<file path="src/rtl/display_scan_if.sv">
// display_scan_if: value/control inputs and scan outputs of the 4-digit display scheduler.
interface display_scan_if;
    logic [15:0] bcd_in;
    logic [3:0]  dp_in;
    logic        load;
    logic [3:0]  brightness;
    logic        lz_blank;
    logic [3:0]  anode_n;
    logic [1:0]  digit_idx;
    logic [3:0]  digit_code;
    logic        dp_n;
    logic        frame_start;
    modport master(output bcd_in, dp_in, load, brightness, lz_blank,
                   input anode_n, digit_idx, digit_code, dp_n, frame_start);
    modport slave(input bcd_in, dp_in, load, brightness, lz_blank,
                  output anode_n, digit_idx, digit_code, dp_n, frame_start);
endinterface

</file>
<file path="src/rtl/display_scan_scheduler.sv">
// display_scan_scheduler: 4-digit 7-segment scan with guard phase, PWM brightness,
// leading-zero blanking and frame-synchronous value loading.
module display_scan_scheduler #(
    parameter int CLK_DIV = 16
) (
    input logic clk_in,
    input logic GSR,
    display_scan_if.slave bus
);
    localparam int PW = (CLK_DIV > 2) ? $clog2(CLK_DIV) : 1;
    localparam logic [1:0] GUARD = 2'd0;
    localparam logic [1:0] ON    = 2'd1;
    localparam logic [1:0] OFF   = 2'd2;
    logic [PW-1:0] pre_q, pre_d;
    logic [3:0]  phase_q, phase_d, lat_q, lat_d, anode_q, anode_d, code_q, code_d, val;
    logic [1:0]  idx_q, idx_d, st;
    logic [15:0] disp_q, disp_d, pbcd_q, pbcd_d;
    logic [3:0]  dpr_q, dpr_d, pdp_q, pdp_d;
    logic        pend_q, pend_d, dp_q, dp_d, fs_q, fs_d;
    logic        tick, wrap, lead, blank, on;
    always_comb begin
        tick    = pre_q == PW'(CLK_DIV - 1);
        pre_d   = tick ? '0 : pre_q + 1'b1;
        wrap    = tick && phase_q == 4'hF && idx_q == 2'd3;
        phase_d = tick ? phase_q + 4'd1 : phase_q;
        idx_d   = (tick && phase_q == 4'hF) ? idx_q + 2'd1 : idx_q;
        pend_d  = bus.load | (pend_q & ~wrap);
        pbcd_d  = bus.load ? bus.bcd_in : pbcd_q;
        pdp_d   = bus.load ? bus.dp_in : pdp_q;
        disp_d  = (wrap && pend_q) ? pbcd_q : disp_q;
        dpr_d   = (wrap && pend_q) ? pdp_q : dpr_q;
        lat_d   = (tick && phase_d == 4'd0) ? bus.brightness : lat_q;
        val     = disp_d[{idx_d, 2'b00} +: 4];
        // A digit is a leading zero when it and every more significant digit are zero
        lead    = bus.lz_blank && (idx_d == 2'd3 ? disp_d[15:12] == 4'd0 :
                                   idx_d == 2'd2 ? disp_d[15:8] == 8'd0 :
                                   idx_d == 2'd1 ? disp_d[15:4] == 12'd0 : 1'b0);
        blank   = val > 4'd9 || lead;
        st      = phase_d == 4'd0 ? GUARD : (phase_d <= lat_d ? ON : OFF);
        on      = st == ON && !blank;
        anode_d = tick ? (on ? ~(4'b0001 << idx_d) : 4'hF) : anode_q;
        code_d  = tick ? (blank ? 4'hF : val) : code_q;
        dp_d    = tick ? ~(on & dpr_d[idx_d]) : dp_q;
        fs_d    = wrap;
    end
    always_ff @(posedge clk_in) begin
        if (GSR) begin
            pre_q   <= '0;
            phase_q <= '0;
            idx_q   <= '0;
            lat_q   <= '0;
            disp_q  <= '0;
            dpr_q   <= '0;
            pbcd_q  <= '0;
            pdp_q   <= '0;
            pend_q  <= 1'b0;
            anode_q <= 4'hF;
            code_q  <= 4'hF;
            dp_q    <= 1'b1;
            fs_q    <= 1'b0;
        end else begin
            pre_q   <= pre_d;
            phase_q <= phase_d;
            idx_q   <= idx_d;
            lat_q   <= lat_d;
            disp_q  <= disp_d;
            dpr_q   <= dpr_d;
            pbcd_q  <= pbcd_d;
            pdp_q   <= pdp_d;
            pend_q  <= pend_d;
            anode_q <= anode_d;
            code_q  <= code_d;
            dp_q    <= dp_d;
            fs_q    <= fs_d;
        end
    end
    assign bus.anode_n     = anode_q;
    assign bus.digit_idx   = idx_q;
    assign bus.digit_code  = code_q;
    assign bus.dp_n        = dp_q;
    assign bus.frame_start = fs_q;
endmodule

</file>
<file path="src/flat_wrapper.sv">
// flat-port wrapper written by rule: the top's interface ports become plain ports
module display_scan_scheduler_flat 
#(
    parameter int CLK_DIV = 16
)
  (clk_in, GSR, bus_bcd_in, bus_dp_in, bus_load, bus_brightness, bus_lz_blank, bus_anode_n, bus_digit_idx, bus_digit_code, bus_dp_n, bus_frame_start);
  display_scan_if bus_i ();
  input logic clk_in;
  input logic GSR;
  input wire logic [$bits(bus_i.bcd_in)-1:0] bus_bcd_in;
  input wire logic [$bits(bus_i.dp_in)-1:0] bus_dp_in;
  input wire logic [$bits(bus_i.load)-1:0] bus_load;
  input wire logic [$bits(bus_i.brightness)-1:0] bus_brightness;
  input wire logic [$bits(bus_i.lz_blank)-1:0] bus_lz_blank;
  output wire logic [$bits(bus_i.anode_n)-1:0] bus_anode_n;
  output wire logic [$bits(bus_i.digit_idx)-1:0] bus_digit_idx;
  output wire logic [$bits(bus_i.digit_code)-1:0] bus_digit_code;
  output wire logic [$bits(bus_i.dp_n)-1:0] bus_dp_n;
  output wire logic [$bits(bus_i.frame_start)-1:0] bus_frame_start;
  assign bus_i.bcd_in = bus_bcd_in;
  assign bus_i.dp_in = bus_dp_in;
  assign bus_i.load = bus_load;
  assign bus_i.brightness = bus_brightness;
  assign bus_i.lz_blank = bus_lz_blank;
  assign bus_anode_n = bus_i.anode_n;
  assign bus_digit_idx = bus_i.digit_idx;
  assign bus_digit_code = bus_i.digit_code;
  assign bus_dp_n = bus_i.dp_n;
  assign bus_frame_start = bus_i.frame_start;
  display_scan_scheduler #(.CLK_DIV(CLK_DIV)) u_core (.clk_in(clk_in), .GSR(GSR), .bus(bus_i));
endmodule
</file>
<file path="config.mk">
export PLATFORM = sky130hd
export DESIGN_NAME = display_scan_scheduler_flat
export DESIGN_NICKNAME = d
export VERILOG_FILES = /design/src/rtl/display_scan_if.sv /design/src/rtl/display_scan_scheduler.sv /design/src/flat_wrapper.sv
export SDC_FILE = /design/constraint.sdc
export NUM_CORES = 1
export LEC_CHECK = 0
export BUFFER_PORTS_ARGS = -buffer_cell sky130_fd_sc_hd__buf_2
export CORE_MARGIN = 1.5
export CORE_UTILIZATION = 55
export CTS_CLUSTER_SIZE = 25
export DETAILED_ROUTE_END_ITERATION = 7
export PLACE_DENSITY = 0.87
export SYNTH_ARGS = -nofsm -noshare
export SYNTH_HDL_FRONTEND = slang
export SYNTH_SLANG_ARGS = --single-unit
</file>
<file path="constraint.sdc">
create_clock -name clk_in -period 10.3 [get_ports clk_in]
set_input_delay 2.06 -clock clk_in [delete_from_list [all_inputs] [get_ports clk_in]]
set_output_delay 2.06 -clock clk_in [all_outputs]
set_load 0.05 [all_outputs]
</file>
==> impl_metrics.json <==
{
  "synth.top_cells.by_area": "dfxtp_1, mux2i_1, nor2_1, ha_1, o32a_1",
  "synth_top_area_share_pct": 43.4,
  "power_density_nw_per_um2": 147,
  "holdPathStages": 1,
  "timing.fmax_ghz": 0.256,
  "synth_cells": 325,
  "drive_gt1_share_pct": 17.1,
  "fp.dieW_um": 76.8,
  "route.vias.total": 2458,
  "cts_hold_buf": 0,
  "max_cap_viol_count": 0,
  "cts_sinks": 65,
  "synth_area_per_cell_um2": 9.22,
  "cts_buffers": 9,
  "skew_ns": 0.00719,
  "clk_latency_ns": 0.34,
  "grt_pass1_wl_um": 10500,
  "avgRoutedWirePerCell_um": 15.0,
  "path_max_fanout": 13,
  "ys_top_cells_by_count": "dfxtp_1, nor2_1, mux2i_1",
  "n_antenna_cell": 0,
  "grt_max_degree": 57,
  "drtIter0Drc": 188,
  "synthesis.nets": 360,
  "clkTransAtPathRegs_ns": 0.06,
  "postCtsSetupRepairBufs": 0,
  "synth_edf_count": 0,
  "gp_congestion": 0.915,
  "path_class": "flop to flop",
  "synth_top_cell_by_area": "dfxtp_1",
  "start_util_pct": 57.9,
  "setup-tns-final_ns": 0,
  "ir_drop_uv": 100,
  "crit_required_ns": 10.53,
  "post_layout_nonfiller_instances": 433,
  "slew_headroom_pct": 35.6,
  "slew_violations": 0,
  "start_kind": "flop",
  "ys_warn_count": 0,
  "cts_resized": 0,
  "outcome": "finished clean",
  "ys_ff_latch": 65,
  "grt_pass1_vias": 2222,
  "place_inst": 418,
  "fin_crit_ns": 3.91,
  "track_usage_pct": 22.8,
  "row_count": 26,
  "wl_um": 6480,
  "synthMostInstantiatedCell": "dfxtp_1",
  "ios": 40,
  "r2r_cells": 15,
  "cts_root_buf": "clkbuf_8",
  "cts_max_level": 3,
  "drt.antenna.violating_nets": 0,
  "fp.dieArea_um2": 5900,
  "cts_tree": "yes",
  "synth_cell_types": 46,
  "reg2reg_setup_slack_ns": 6.39,
  "power_uw": 500,
  "clock_path_buffers": 2,
  "firstDrtPassIters": 4,
  "ys_seq_area_share_pct": 43.4,
  "min_path_type": "flop to flop",
  "via_per_inst": 5.68,
  "arrival_ns": 4.14,
  "cp-end-kind": "flop",
  "period_share_pct": 38.0,
  "leakagePower_uw": 0.00137,
  "setup_viol": 0,
  "rsz0062_at_grt": "no",
  "io_buffers": 39,
  "design.core.area_um2": 5170,
  "fin_nets": 394,
  "syn2layout_area_growth_pct": 13.7,
  "synth.cell_area_um2": 3000,
  "worstMarginPinSlew_ns": 0.966,
  "antenna_found_initial": 0,
  "dieHeight_um": 76.8,
  "drcViolationCount": 0,
  "dp_hpwl_um": 4530,
  "gr-total-overflow": 0,
  "hold_viol_final": 0,
  "synth_flop_cell": "dfxtp_1",
  "async_flop_share_pct": 0
}
[stage by stage]
step	setup slack [ns]	instance area (µm²)	util (%)	hold WS, ns
CTS	6.40	3410	65.8	0.468
global route	6.07	3410	65.8	0.486
global placement	6.43	3210	62.1	0.429
floorplan	6.68	3000	-	0.418
detailed placement	6.30	3210	62.1	0.454
finish	6.39	3410	65.8	0.470
[routing by layer]
layer	track usage (%)	share of wire, %
met1	28.8	45
met2	36.6	48
met3	6.67	4.4
met4	8.89	2.4
met5	0	0
[worst paths after layout]
check / start / end
worst max-delay path: u_core.pre_q[0]$_SDFF_PP0_ / u_core.bus.dp_n$_SDFFE_PP1N_
worst min-delay path: u_core.pre_q[0]$_SDFF_PP0_ / u_core.pre_q[0]$_SDFF_PP0_
worst max register to register: u_core.pre_q[0]$_SDFF_PP0_ / u_core.bus.dp_n$_SDFFE_PP1N_
worst min register to register: u_core.pre_q[0]$_SDFF_PP0_ / u_core.pre_q[0]$_SDFF_PP0_
[final cells by class]
| type | count | area [µm²] |
|---|---|---|
| Multi-Input combinational cell | 235 | 1590 |
| Inverter | 8 | 30.0 |
| Clock buffer | 12 | 155 |
| Timing Repair Buffer | 40 | 203 |
| Tap cell | 70 | 87.6 |
| Sequential cell | 65 | 1300 |
| Clock inverter | 3 | 40.0 |
| Fill cell | 426 | 1770 |
[worst max-delay path, cell delays in order (launching register included)]
cell	delay, ns
dfxtp_1	0.38
ha_1	0.27
and3_1	0.48
nand4_1	0.18
xor2_1	0.25
nand3_1	0.14
nor2_2	0.25
mux2i_1	0.28
ha_1	0.28
nor2b_1	0.14
o21ai_0	0.17
nand2b_1	0.07
a21oi_1	0.14
o21ai_0	0.17
nand2b_1	0.25
o32a_1	0.35
[state kept, by name (all words and copies together) (netlist names)]
signal,cells
u_core.bus.anode_n,4
u_core.pbcd_q,16
u_core.bus.dp_n,1
u_core.pre_q,4
u_core.bus.digit_idx,2
u_core.dpr_q,4
u_core.lat_q,4
u_core.pend_q,1
u_core.disp_q,16
u_core.bus.digit_code,4
u_core.bus.frame_start,1
u_core.pdp_q,4
u_core.phase_q,4
[where the power goes]
group / leakage, µW / internal (µW) / switching (µW)
combinational: 0.000740 / 11.0 / 12.1
sequential: 0.000529 / 257 / 5.71
clock: 0.000102 / 123 / 90.8
total: 0.00137 / 391 / 109
[logic make-up after synthesis]
group / Yosys count / share of synthesized area, %
AOI/OAI and AO/OA: 51 / 11.4
xor gates and xnor gates: 6 / 1.75
adders and majority gates: 7 / 2.92
buffers and inverters: 25 / 3.55
DFF: 65 / 43.4
muxes: 54 / 18.2
and+or+nand+nor: 117 / 18.7
[placed cells by master (no fill, tap or decap), drive strengths merged, types with 2 or more instances in the layout]
master | netlist | layout
ha | 7 | 7
nor2 | 65 | 65
dfxtp | 65 | 65
nand2 | 14 | 14
mux2 | 3 | 3
nor3 | 2 | 2
o21ai | 10 | 10
mux2i | 51 | 51
a21oi | 11 | 11
buf | 10 | 40
nor2b | 3 | 3
and3 | 3 | 3
clkinv | 0 | 2
xor2 | 3 | 3
a31oi | 3 | 3
clkbuf | 7 | 12
o211ai | 2 | 2
nand3 | 6 | 6
and4 | 2 | 2
or4 | 2 | 2
inv | 8 | 8
nand4 | 3 | 3
o22ai | 8 | 8
nand2b | 7 | 7
xnor2 | 3 | 3
o31ai | 2 | 2
nor4 | 6 | 6
o32a | 7 | 7
Note: power is estimated with default switching activity, not from simulation.
